===== config.mk =====
export PLATFORM = sky130hd
export DESIGN_NAME = pio_ext
export DESIGN_NICKNAME = d
export VERILOG_FILES = /design/src/rtl/pio_ext_pkg.sv /design/src/rtl/pio_ext_filter.sv /design/src/rtl/pio_ext.sv
export SDC_FILE = /design/constraint.sdc
export NUM_CORES = 1
export LEC_CHECK = 0
export CORE_MARGIN = 1
export CORE_UTILIZATION = 34
export DETAILED_ROUTE_END_ITERATION = 8
export PLACE_DENSITY_LB_ADDON = 0.12
export SLEW_MARGIN = 25
export SYNTH_ARGS = -nofsm -noshare
export SYNTH_HDL_FRONTEND = slang
export SYNTH_SLANG_ARGS = --single-unit

===== constraint.sdc =====
create_clock -name clk_clk -period 2.2 [get_ports clk_clk]
set_input_delay 0.44 -clock clk_clk [delete_from_list [all_inputs] [get_ports clk_clk]]
set_output_delay 0.44 -clock clk_clk [all_outputs]
set_load 0.1 [all_outputs]

===== src/rtl/pio_ext_pkg.sv =====
// Shared constants for the pio_ext parallel I/O block: register map and capture-edge encodings.
package pio_ext_pkg;

   localparam logic [2:0] ADDR_DATA    = 3'd0;
   localparam logic [2:0] ADDR_DIR     = 3'd1;
   localparam logic [2:0] ADDR_IRQMASK = 3'd2;
   localparam logic [2:0] ADDR_EDGECAP = 3'd3;
   localparam logic [2:0] ADDR_OUTSET  = 3'd4;
   localparam logic [2:0] ADDR_OUTCLR  = 3'd5;

   localparam int unsigned EDGE_RISE = 0;
   localparam int unsigned EDGE_FALL = 1;
   localparam int unsigned EDGE_ANY  = 2;

   function automatic logic edge_fire(input logic cur, input logic prev,
                                      input int unsigned edge_type);
      logic hit;
      case (edge_type)
         EDGE_RISE: hit = cur & ~prev;
         EDGE_FALL: hit = ~cur & prev;
         default:   hit = cur ^ prev;
      endcase
      return hit;
   endfunction

endpackage


===== src/rtl/pio_ext_filter.sv =====
// Per-pin two-flop synchroniser with optional debounce (compiled in by PIO_EXT_DEBOUNCE_EN).
module pio_ext_filter #(
   parameter int unsigned DEBOUNCE_CYCLES = 50000
) (
   input  logic clk,
   input  logic rst_n,
   input  logic din,
   output logic dout
);

   logic meta_q;
   logic sync_q;

   always_ff @(posedge clk or negedge rst_n) begin
      if (!rst_n) begin
         meta_q <= 1'b0;
         sync_q <= 1'b0;
      end else begin
         meta_q <= din;
         sync_q <= meta_q;
      end
   end

`ifdef PIO_EXT_DEBOUNCE_EN
   localparam int unsigned CW = $clog2(DEBOUNCE_CYCLES);

   logic [CW-1:0] cnt_q, cnt_d;
   logic          out_q, out_d;

   // Counter runs only while sync differs from the accepted level; a return resets it.
   always_comb begin
      cnt_d = '0;
      out_d = out_q;
      if (sync_q != out_q) begin
         if (cnt_q == CW'(DEBOUNCE_CYCLES - 1)) begin
            out_d = sync_q;
         end else begin
            cnt_d = cnt_q + 1'b1;
         end
      end
   end

   always_ff @(posedge clk or negedge rst_n) begin
      if (!rst_n) begin
         cnt_q <= '0;
         out_q <= 1'b0;
      end else begin
         cnt_q <= cnt_d;
         out_q <= out_d;
      end
   end

   assign dout = out_q;
`else
   assign dout = sync_q;
`endif

endmodule


===== src/rtl/pio_ext.sv =====
// Avalon-MM parallel I/O port with edge capture and level irq.
// Debounce is compiled in with PIO_EXT_DEBOUNCE_EN.
module pio_ext
   import pio_ext_pkg::*;
#(
   parameter int unsigned WIDTH           = 8,
   parameter int unsigned EDGE_TYPE       = 0,
   parameter int unsigned DEBOUNCE_CYCLES = 50000,
   parameter logic [31:0] RESET_OUT       = 32'd0
) (
   input  logic             clk_clk,
   input  logic             reset_reset_n,
   input  logic [2:0]       avs_address,
   input  logic             avs_read,
   input  logic             avs_write,
   input  logic [31:0]      avs_writedata,
   output logic [31:0]      avs_readdata,
   output logic             irq,
   input  logic [WIDTH-1:0] pio_in,
   output logic [WIDTH-1:0] pio_out,
   output logic [WIDTH-1:0] pio_oe
);

   logic [WIDTH-1:0] filtered, filt_q;
   logic [WIDTH-1:0] out_q, out_d;
   logic [WIDTH-1:0] dir_q, dir_d;
   logic [WIDTH-1:0] mask_q, mask_d;
   logic [WIDTH-1:0] cap_q, cap_d;
   logic [WIDTH-1:0] wd, hit;
   logic [31:0]      rdata_q, rdata_d, rd_val;
   logic             irq_q, irq_d;

   for (genvar g = 0; g < WIDTH; g++) begin : g_bit
      pio_ext_filter #(
         .DEBOUNCE_CYCLES(DEBOUNCE_CYCLES)
      ) u_filter (
         .clk  (clk_clk),
         .rst_n(reset_reset_n),
         .din  (pio_in[g]),
         .dout (filtered[g])
      );
   end

   assign wd = WIDTH'(avs_writedata);

   always_comb begin
      out_d  = out_q;
      dir_d  = dir_q;
      mask_d = mask_q;
      cap_d  = cap_q;
      if (avs_write) begin
         case (avs_address)
            ADDR_DATA:    out_d  = wd;
            ADDR_DIR:     dir_d  = wd;
            ADDR_IRQMASK: mask_d = wd;
            ADDR_EDGECAP: cap_d  = cap_q & ~wd;
            ADDR_OUTSET:  out_d  = out_q | wd;
            ADDR_OUTCLR:  out_d  = out_q & ~wd;
            default:      ;
         endcase
      end
      for (int i = 0; i < WIDTH; i++) begin
         hit[i] = edge_fire(filtered[i], filt_q[i], EDGE_TYPE);
      end
      // Capture is applied after the clear so a same-cycle edge survives.
      cap_d = cap_d | hit;
      irq_d = |(cap_q & mask_q);

      rd_val = '0;
      case (avs_address)
         ADDR_DATA:    rd_val[WIDTH-1:0] = filtered;
         ADDR_DIR:     rd_val[WIDTH-1:0] = dir_q;
         ADDR_IRQMASK: rd_val[WIDTH-1:0] = mask_q;
         ADDR_EDGECAP: rd_val[WIDTH-1:0] = cap_q;
         default:      ;
      endcase
      rdata_d = avs_read ? rd_val : rdata_q;
   end

   always_ff @(posedge clk_clk or negedge reset_reset_n) begin
      if (!reset_reset_n) begin
         out_q   <= RESET_OUT[WIDTH-1:0];
         dir_q   <= '0;
         mask_q  <= '0;
         cap_q   <= '0;
         filt_q  <= '0;
         irq_q   <= 1'b0;
         rdata_q <= '0;
      end else begin
         out_q   <= out_d;
         dir_q   <= dir_d;
         mask_q  <= mask_d;
         cap_q   <= cap_d;
         filt_q  <= filtered;
         irq_q   <= irq_d;
         rdata_q <= rdata_d;
      end
   end

   assign pio_out      = out_q;
   assign pio_oe       = dir_q;
   assign irq          = irq_q;
   assign avs_readdata = rdata_q;

endmodule


Word-level counts from Yosys, hierarchy flattened
Index checks and enable logic that the tools add are counted.
- eq/ne operators: 5
- mux-type cells: 4
- bitwise gates (word level): 22
- reductions and logical operators: 6
- operator list (cell ; number):
    8-bit one-hot mux with 4 select lines ; 1
    8-bit AND ; 3
    8-bit one-hot mux with 3 select lines ; 1
    8-bit two-way mux ; 2
    8-bit OR ; 2
    1-bit AND ; 8
    1-bit NOT ; 8
    8-bit NOT ; 1
    8-bit OR reduction ; 1
    3-bit by 2-bit equality test with 1-bit output, second input constant ; 2
    3-bit equality test, second input constant ; 2
    2-bit AND reduction ; 3
    3-bit by 1-bit equality test with 1-bit output, second input constant ; 1
    3-bit zero test ; 1
    3-bit nonzero test ; 1
- bits in registers: 65
- input bits: 47
- output and inout bits: 49
- logic and storage cells: 60

Logic depth before layout (Yosys ltp)
Gate-level depths: netlist of the first run.
- depth in word-level cells: 5
- gate-level depth with buffers: 5
- mapped depth without buffers: 3

Modules after synthesis
From an unflattened synthesis of the first run, not the netlist that was laid out.
- cell total of the unflattened synthesis: 217
- area total of the unflattened synthesis: 2762.6 um2
- modules (own cells, without submodules) (module ; times used ; cells an instance ; area an instance (um2) ; seq. area each (um2)):
    pio_ext ; 1 ; 201 ; 2362.3 ; 1226.2
    pio_ext_filter ; 8 ; 2 ; 50.0 ; 50.0

Worst setup path before layout of the first run
No wires, ideal clock.
- path type: register to register
- start point: register dir_q[4] (netlist: pio_oe[4])
- end point: register rdata_q[4] (netlist: avs_readdata[4])
- setup time: 0.131 ns
- data arrival time: 1.471 ns
- data required time: 2.069 ns
- path slack: 0.598 ns
- cell stages (with the launch flop): 4
- buffers on the path: 0
- period minus slack after synthesis: 1.602 ns
- cells stage by stage: dfrtp_1 > mux4_1 > inv_1 > o22ai_1
- longest elaborated chain between the ends: 1
- RTL lines (item ; RTL line ; RTL):
    start: declaration ; pio_ext.sv:26 ; logic [WIDTH-1:0] dir_q, dir_d;
    start signal: assignment ; pio_ext.sv:91 ; dir_q <= dir_d;
    8-bit one-hot mux with 4 select lines ; pio_ext.sv:70 ; case (avs_address)
    end signal: assignment ; pio_ext.sv:96 ; rdata_q <= rdata_d;
    end: declaration ; pio_ext.sv:30 ; logic [31:0] rdata_q, rdata_d, rd_val;
Every way passes these cells.
A chain may end at the register's enable or synchronous reset.

Final worst setup path of the first run
- start point: input avs_address[1]
- end point: register out_q[3] (netlist: pio_out[3])
- longest elaborated chain between the ends: 3
- elaborated cells on any way between the ends: 6
- classes of those cells: 2 x eq/ne; 1 x mux; 3 x reduce/logical
- RTL lines (item ; RTL line ; RTL):
    start: declaration ; pio_ext.sv:13 ; input logic [2:0] avs_address,
    3-bit equality test or 3-bit zero test (tied branches) ; pio_ext.sv:52 ; case (avs_address)
    3-bit nonzero test (no line) ; -- ;
    2-bit AND reduction (no line) ; -- ;
    end signal: assignment ; pio_ext.sv:82 ; out_q <= RESET_OUT[WIDTH-1:0];
    end signal: assignment ; pio_ext.sv:90 ; out_q <= out_d;
    end: declaration ; pio_ext.sv:25 ; logic [WIDTH-1:0] out_q, out_d;
Several ways; a longest one is shown, not always the timed one.

==> metrics.cfg, run 1 <==
[outcome]
run_status=completed

[grt]
grt_pass1_wl_um=9200
grt_pass1_vias=1747
antenna_found_initial=0
grt_max_degree=37
grt_use_total_pct=14.7
overflow=0

[critical_path]
worstRegToRegCells=3
cp_max_fo=6
worstPathArrival_ns=1.98
path_class=input port to flop
crit_path_end_kind=flop
start_kind=input port
worstPathRequired_ns=2.41

[routing]
dr.pass1.iters=4
routed-via-count=1725
wl_per_cell_um=14.5
drtAntennaViolNets=0
drt_iter0_drc=73
drc=0
wirelength_um=5480
vias_per_cell=4.55

[sta]
skew_ns=0.00577
setup_viol=0
final.min_clock_period_ns=1.78
layout_setup_ws_ns=0.424
final_hold_viol_count=0
rsz0062_at_grt=false
fin_tns_setup_ns=0
max_freq_mhz=563
final_max_slew_viol_count=0
fin_hold_ws_ns=0.00334
timing.final.crit_share_pct=80.7

[finish]
regArea_um2=1630
nFillCells=757
fin_cells=379
insertedDiodeCount=0
final_layout_size_suffix_gt1_share_pct=29.2
fin_nets=319
multi_input_area_um2=881
final_area_um2=3460
utilization_pct=44.5
syn_to_final_growth_pct=26.0

[placed_design]
place_inst=363
detailedPlacementHpwl_um=3960
dpl_worst_slack_ns=0.0371
place_congestion=0.747
portBuffers=47
dpl_cell_area_um2=3260

[clock_tree]
cts.sink_count=65
insertion_delay_ns=0.34
cts_buffers=9
hold_buffers=0
cts_buffer_depth=2
htreeDepth=3
cts-root-buf=clkbuf_8
cts_tree=built
post_cts_buffers=0
clkSlewWorstSetupHoldPaths_ns=0.07
cts_resized=0

[synthesis]
yosysTopAreaCell=dfrtp_1
synth_top_area_share_pct=59.3
ys_types=30
ys_seq_area_share_pct=59.3
syn_avg_cell_area_um2=13.1
yosysWarnings=0
ys_ff_latch=65
synth_cells=210
synthTopCellsByArea=dfrtp_1, buf_4, mux2_2, mux4_2, inv_1
synth_area_um2=2740

[die]
coreArea_um2=7770
fp.dieH_um=91.8
start_util_pct=35.3
die_area_um2=8430
num_rows=32
fp.dieW_um=91.8
io_pins=96

[power]
p_total_mw=3.54
powerDensity_nw_per_um2=1020
vdd.ir_drop.worst_mv=0.519
p_leak_nw=1.62

[hold_path]
hold_class=input port to asynchronous set/reset pin

[job]
max-cap-violations=0

-- power by group --
part | switching [mW] | internal [mW] | total, mW
logic | 0.852 | 0.281 | 1.13
registers | 0.0877 | 1.33 | 1.42
clock network | 0.450 | 0.545 | 0.996
-- critical path: stages --
cell and delay, ns:
clkdlybuf4s50_1 0.53, or4b_1 0.74, a21oi_1 0.21, a211oi_1 0.06
-- path summary, 6_finish.rpt --
check / slack (ns) / endpoint / start
max: 0.42 / pio_out[3]$_DFFE_PN0P_ / avs_address[1]
min: 0.003 / pio_out[1]$_DFFE_PN0P_ / reset_reset_n
max reg2reg: 0.97 / avs_readdata[5]$_DFFE_PN0P_ / pio_oe[5]$_DFFE_PN0P_
min reg2reg: 0.35 / g_bit[4].u_filter.dout$_DFF_PN0_ / g_bit[4].u_filter.meta_q$_DFF_PN0_
max in group asynchronous: 1.65 / mask_q[7]$_DFFE_PN0P_ / reset_reset_n
min in group clk_clk: 0.35 / g_bit[4].u_filter.dout$_DFF_PN0_ / g_bit[4].u_filter.meta_q$_DFF_PN0_
-- layout by cell type, fill, tap and decap left out, drive strengths merged, types with 4 or more instances in the layout --
master          n
dfrtp          65
buf            40
inv            25
conb           24
clkdlybuf4s50  21
mux2           16
a22o           10
clkbuf         10
nand2           9
o22ai           8
mux4            8
nor2            7
a21oi           6
a211oi          6
a22oi           4
clkinv          4
-- synth_stat cells (all sizes together) --
master / number
a211oi: 6
a21bo: 1
a21o: 1
a21oi: 6
a22o: 10
a22oi: 4
and3: 1
and4b: 1
and4bb: 1
buf: 31
clkbuf: 2
conb: 1
dfrtp: 65
inv: 25
mux2: 16
mux4: 8
nand2: 9
nand4: 1
nor2: 7
nor2b: 1
nor3b: 1
nor4bb: 1
o211ai: 1
o21ai: 1
o22ai: 8
or4b: 1
-- flip-flops by register name, summed over array words and instances, names as in the netlist, 8 cells and up --
name / cells
g_bit.u_filter.meta_q: 8
g_bit.u_filter.dout: 8
pio_out: 8
pio_oe: 8
cap_q: 8
avs_readdata: 8
mask_q: 8
filt_q: 8
-- area by class of cell --
class,instances,area share (%)
flip-flops and latches,65,47.1
clock inverters,6,1.66
multi-input cells,110,25.5
clock buffers,10,3.98
well taps,102,3.69
inverters,25,2.71
repair buffers,61,15.4
-- logic make-up (layout without fill, tap and decap cells) --
group	count (synthesis)	count (layout)	share of synthesized area, %
buf+inv	58	102	12.0
compound gates	38	38	9.94
other cells	1	24	0.137
simple gates	24	24	5.11
mux	24	24	13.5
flops	65	65	59.3
-- layer usage --
layer  routed length [um]  GRT usage (%)  vias to the layer above
met2                 2470           22.0                       62
met1                 2680           20.4                      851
li1                     -              -                      802
met3                  239           3.15                       10
met4                   91           6.64                        0
met5                    0              0                        -
(Power assumes the default switching activity.)
==> run 2: changes to the inputs <==
==> constraint.sdc (replaced) <==
create_clock -name clk_clk -period 1.6 [get_ports clk_clk]
set_input_delay 0.32 -clock clk_clk [delete_from_list [all_inputs] [get_ports clk_clk]]
set_output_delay 0.32 -clock clk_clk [all_outputs]
set_load 0.1 [all_outputs]
==> metrics.cfg, run 2 (synthesis gave the netlist of run 1 again) <==
[sta]
final.min_clock_period_ns=1.57
setup_viol=0  ; unchanged
final_max_slew_viol_count=0  ; unchanged
final_hold_viol_count=0  ; unchanged
timing.final.crit_share_pct=97.9
skew_ns=0.00648  ; +0.000710 ns
rsz0062_at_grt=false
max_freq_mhz=638

[routing]
wl_per_cell_um=14.5  ; +0.18%
dr.pass1.iters=4  ; unchanged
routed-via-count=1730  ; +0.29%
drtAntennaViolNets=0  ; unchanged
drt_iter0_drc=66  ; -9.6%
vias_per_cell=4.52  ; -0.76%
wirelength_um=5550  ; +1.2%
drc=0  ; unchanged

[clock_tree]
cts_buffers=9  ; unchanged
cts-root-buf=clkbuf_8
post_cts_buffers=0  ; unchanged
clkSlewWorstSetupHoldPaths_ns=0.06  ; about the same
htreeDepth=3  ; unchanged
cts_buffer_depth=2  ; unchanged
insertion_delay_ns=0.34  ; about the same
cts.sink_count=65  ; unchanged
cts_tree=built

[finish]
final_layout_size_suffix_gt1_share_pct=29.5  ; +0.30 points
final_cell_mix=dfrtp_1, buf_12, inv_1
insertedDiodeCount=0  ; unchanged
utilization_pct=49.0  ; +4.5 points
fin_cells=383  ; +1.1%
nFillCells=696  ; -8.1%
syn_to_final_growth_pct=38.7
final_common_cell=dfrtp_1
fin_nets=325  ; +1.9%

[critical_path]
crit_path_end_kind=flop
start_kind=input port
worstRegToRegCells=3  ; unchanged
r2r_slack_ns=0.34  ; -0.63 ns
worstSetupStartpoint=avs_address[0]
cp-endpoint=avs_readdata[4]$_DFFE_PN0P_
crit-reg2reg-launch=pio_oe[4]$_DFFE_PN0P_
worstPathRequired_ns=1.81  ; -0.60 ns
worstPathArrival_ns=1.78  ; -0.20 ns
cp_max_fo=5  ; -1
path_class=input port to flop
rr_endpoint=avs_readdata[4]$_DFFE_PN0P_

[power]
powerDensity_nw_per_um2=1320  ; +29%
vdd.ir_drop.worst_mv=0.545  ; +5.0%
p_leak_nw=1.76  ; +8.6%

[die]
coreArea_um2=7770  ; unchanged
io_pins=96  ; unchanged
fp.dieW_um=91.8  ; unchanged
fp.dieH_um=91.8  ; unchanged
num_rows=32  ; unchanged
start_util_pct=35.3  ; unchanged
die_area_um2=8430  ; unchanged

[grt]
antenna_found_initial=0  ; unchanged
grt_use_total_pct=15.2  ; +0.56 points
grt_pass1_wl_um=9310  ; +1.2%
grt_max_degree=66  ; +78%
overflow=0  ; unchanged
grt_pass1_vias=1735  ; -0.69%

[placed_design]
portBuffers=47  ; unchanged
place_congestion=0.713  ; -4.6%
detailedPlacementHpwl_um=4030  ; +1.8%
place_inst=368  ; +1.4%

[hold_path]
hold_class=flop to flop

[outcome]
run_status=completed

[job]
max-cap-violations=0  ; unchanged

==> run 2: changes by cell type in the layout (fill, tap and decap cells not counted), sizes merged <==
cell | before | now
clkinvlp | 1 | 0
dlymetal6s2s | 0 | 2
clkinv | 4 | 0
clkdlybuf4s50 | 21 | 19
dlygate4sd3 | 0 | 1
buf | 40 | 45
bufinv | 1 | 0
clkbuf | 10 | 14
==> run 2: critical path: stages <==
cell,delay [ns]
clkdlybuf4s50_1,0.54
buf_4,0.18
mux4_1,0.59
inv_1,0.08
o22ai_1,0.07
==> run 2: worst min-delay path by stage <==
stage / endpoint / slack (ns) / cells after the start / from
4_1_cts: g_bit[5].u_filter.dout$_DFF_PN0_ / 0.35 / 0 / g_bit[5].u_filter.meta_q$_DFF_PN0_
3_3_place_gp: g_bit[7].u_filter.dout$_DFF_PN0_ / 0.33 / 0 / g_bit[7].u_filter.meta_q$_DFF_PN0_
6_report: g_bit[1].u_filter.dout$_DFF_PN0_ / 0.35 / 0 / g_bit[1].u_filter.meta_q$_DFF_PN0_
2_1_floorplan: avs_readdata[0]$_DFFE_PN0P_ / 0.02 / 0 / reset_reset_n
5_1_grt: g_bit[1].u_filter.dout$_DFF_PN0_ / 0.36 / 0 / g_bit[1].u_filter.meta_q$_DFF_PN0_
3_5_place_dp: g_bit[1].u_filter.dout$_DFF_PN0_ / 0.33 / 0 / g_bit[1].u_filter.meta_q$_DFF_PN0_
==> run 2: cell type report <==
| type | count | area [um2] | share of cell area [%] |
|---|---|---|---|
| timing repair buffer | 67 | 890 | 23.4 |
| multi-input combinational | 110 | 893 | 23.5 |
| inverter | 25 | 93.8 | 2.47 |
| tap | 102 | 128 | 3.35 |
| clock buffer | 14 | 173 | 4.54 |
| sequential | 65 | 1630 | 42.8 |
==> run 2: repair_timing <==
action	4_1_cts	5_1_grt
pin swaps	1	1
endpoints found under the hold margin	58	0
endpoints found under the setup margin	8	13
hold buffers	1	0
gates resized for setup	3	2
==> run 2: metrics by stage <==
step	worst slack [ns]	total power [mW]	cell area, um2	TNS (ns)	hold slack (ns)
after detailed placement	-0.529	3.84	3600	-13.80	0.335
after global routing	0.00507	5.26	3800	0	0.361
final	0.0330	5.03	3800	0	0.348
after floorplan	0.00661	3.21	2830	0	0.0244
after CTS	0.0000885	5.09	3800	0	0.350
after global placement	-0.551	3.83	3600	-13.31	0.332
==> run 2: power by group <==
part           internal (mW)  switching, mW  leakage [nW]
Combinational          0.628           1.17         0.912
Sequential              1.83          0.180         0.762
Clock                  0.673          0.556        0.0886
Total                   3.13           1.90          1.76
==> run 2: routing by layer <==
layer	share of wire (%)	wire length, um	GRT usage [%]
met3	5.2	290	5.89
met2	46	2570	22.5
met5	0	0	0
met4	1.2	69	6.25
met1	47	2620	20.1
==> run 3: changes to the inputs <==
--- a/config.mk
+++ b/config.mk
@@ -5,9 +5,11 @@
 export SDC_FILE = /design/constraint.sdc
 export NUM_CORES = 1
 export LEC_CHECK = 0
-export CORE_MARGIN = 1
+export CORE_MARGIN = 5
 export CORE_UTILIZATION = 34
+export CTS_CLUSTER_DIAMETER = 120
 export DETAILED_ROUTE_END_ITERATION = 8
+export GPL_ROUTABILITY_DRIVEN = 0
 export PLACE_DENSITY_LB_ADDON = 0.12
 export SLEW_MARGIN = 25
 export SYNTH_ARGS = -nofsm -noshare
==> metrics.cfg, run 3 (synthesis gave the netlist of run 1 again) <==
[critical_path]
worstPathCellList=clkdlybuf4s50_1 > nor4bb_4 > buf_6 > mux2_2
path_class=input port to flop
worstPathRequired_ns=1.81  ; about the same
crit_path_end_kind=flop
rr_endpoint=avs_readdata[4]$_DFFE_PN0P_
worstPathArrival_ns=1.74  ; -0.04 ns
crit_path_max_incr_delay_ns=0.53  ; -0.06 ns
worstRegToRegCells=3  ; unchanged
crit_slowest_cell=clkdlybuf4s50_1
cp_max_fo=5  ; unchanged
r2r_slack_ns=0.34  ; about the same
crit-reg2reg-launch=pio_oe[4]$_DFFE_PN0P_
start_kind=input port

[grt]
grt_pass1_wl_um=9410  ; +1.1%
grt_pass1_vias=1778  ; +2.5%
grt_use_total_pct=12.7  ; -2.5 points
grt_max_degree=39  ; -41%
antenna_found_initial=0  ; unchanged
overflow=0  ; unchanged

[routing]
drt_iter0_drc=49  ; -26%
wl_per_cell_um=15.1  ; +4.5%
routed.top_layer=met4
wl_met2_um=2850  ; +11%
drtAntennaViolNets=0  ; unchanged
vias_per_cell=4.51  ; about the same
routed-via-count=1783  ; +3.1%
drc=0  ; unchanged
wl_met1_um=2650  ; +1.0%
dr.pass1.iters=4  ; unchanged
met3WireLength_um=386  ; +33%
wirelength_um=5980  ; +7.8%

[finish]
nFillCells=727  ; +4.5%
syn_to_final_growth_pct=43.5
insertedDiodeCount=0  ; unchanged
fin_nets=336  ; +3.4%
final_layout_size_suffix_gt1_share_pct=32.8  ; +3.2 points
final_area_um2=3940  ; +3.5%
fin_cells=395  ; +3.1%
final_cell_mix=dfrtp_1, buf_4, buf_12
utilization_pct=50.4  ; +1.5 points
final_common_cell=dfrtp_1

[die]
fp.dieH_um=99.8  ; +8.7%
coreArea_um2=7810  ; +0.52%
fp.dieW_um=99.8  ; +8.7%
die_area_um2=9970  ; +18%
start_util_pct=35.1  ; -0.18 points
num_rows=32  ; unchanged
io_pins=96  ; unchanged

[placed_design]
portBuffers=47  ; unchanged
detailedPlacementHpwl_um=4600  ; +14%
dpl_cell_area_um2=3680  ; +2.3%
place_inst=379  ; +3.0%

[power]
p_total_mw=5.41  ; +7.4%
p_leak_nw=1.84  ; +4.6%
power.internal_mw=3.47  ; +11%
pwr-share-comb_pct=33.6  ; -2.1 points
clkPwrFrac_pct=29.3  ; +4.9 points
vdd.ir_drop.worst_mv=0.645  ; +19%
pwr-share-seq_pct=37.1  ; -2.8 points
power.switching_mw=1.94  ; +2.0%
p_sw_share_pct=35.9  ; -1.9 points
powerDensity_nw_per_um2=1370  ; +3.8%

[clock_tree]
post_cts_buffers=0  ; unchanged
cts_buffer_depth=2  ; unchanged
cts_buffers=9  ; unchanged
insertion_delay_ns=0.33  ; about the same
cts_tree=built
cts-root-buf=clkbuf_8
htreeDepth=3  ; unchanged
cts.sink_count=65  ; unchanged
clkSlewWorstSetupHoldPaths_ns=0.06  ; about the same

[hold_path]
worstHoldPathCells=0  ; unchanged
hold_class=flop to flop
hold_start=g_bit[2].u_filter.meta_q$_DFF_PN0_
hold_end=g_bit[2].u_filter.dout$_DFF_PN0_

[sta]
rsz0062_at_grt=false
final_hold_viol_count=0  ; unchanged
skew_ns=0.00763  ; +0.00115 ns
final.min_clock_period_ns=1.53  ; -0.0370 ns
timing.final.crit_share_pct=95.6  ; -2.3 points
final_max_slew_viol_count=0  ; unchanged
setup_viol=0  ; unchanged
max_freq_mhz=654  ; +2.4%

[job]
max-cap-violations=0  ; unchanged

[outcome]
run_status=completed

==> run 3: how the worst max path moves through the flow <==
| stage | startpoint | end | slack (ns) | cells after the start |
|---|---|---|---|---|
| 2_1_floorplan | pio_oe[5]$_DFFE_PN0P_ | avs_readdata[5]$_DFFE_PN0P_ | 0.007 | 3 |
| 3_3_place_gp | avs_address[1] | pio_oe[7]$_DFFE_PN0P_ | -0.50 | 5 |
| 3_5_place_dp | avs_address[1] | pio_oe[7]$_DFFE_PN0P_ | -0.45 | 5 |
| 4_1_cts | avs_address[0] | mask_q[5]$_DFFE_PN0P_ | 0.01 | 5 |
| 5_1_grt | avs_write | pio_oe[3]$_DFFE_PN0P_ | 0.01 | 4 |
| 6_report | avs_write | pio_oe[3]$_DFFE_PN0P_ | 0.07 | 4 |
==> run 3: power by group through the flow <==
stage,combinational [mW],clock [mW],sequential (mW)
global placement,1.82,0,2.03
detailed placement,1.83,0,2.04
CTS,1.83,1.63,2.01
floorplan,0.579,0,2.64
finish,1.82,1.58,2.01
global route,1.88,1.71,2.03
==> run 3: repair_timing <==
item | in CTS | in global routing
endpoints found under the hold margin | 13 | 0
setup endpoints to repair | 11 | 15
resized for setup | 3 | 2
hold buffers | 1 | 0
==> run 3: worst max-delay path, delay by kind of cell <==
kind / cells / cell delay, ns
buffers and inverters: 2 / 0.72
muxes: 1 / 0.34
and+or+nand+nor: 1 / 0.37
==> run 3: final cells by class <==
type | instances | area [um2] | share of cell area, %
flip-flops and latches | 65 | 1630 | 41.3
repair buffers | 78 | 971 | 24.7
multi-input cells | 110 | 890 | 22.6
clock buffers | 13 | 169 | 4.29
well taps | 102 | 128 | 3.24
inverters | 25 | 93.8 | 2.38
clock inverters | 2 | 60.1 | 1.52
==> run 3: layer usage <==
layer	global-route usage, %	vias to the layer above
met2	19.2	65
li1	-	836
met4	7.56	0
met5	0	-
met1	16.7	874
met3	2.92	8
==> run 3: stage by stage <==
| step | setup WS (ns) | hold WS (ns) | setup TNS (ns) |
|---|---|---|---|
| after global routing | 0.0130 | 0.356 | 0 |
| final | 0.0700 | 0.348 | 0 |
| after CTS | 0.0145 | 0.351 | 0 |
| after global placement | -0.496 | 0.250 | -13.35 |
| after detailed placement | -0.450 | 0.254 | -12.79 |
| after floorplan | 0.00661 | 0.0244 | 0 |
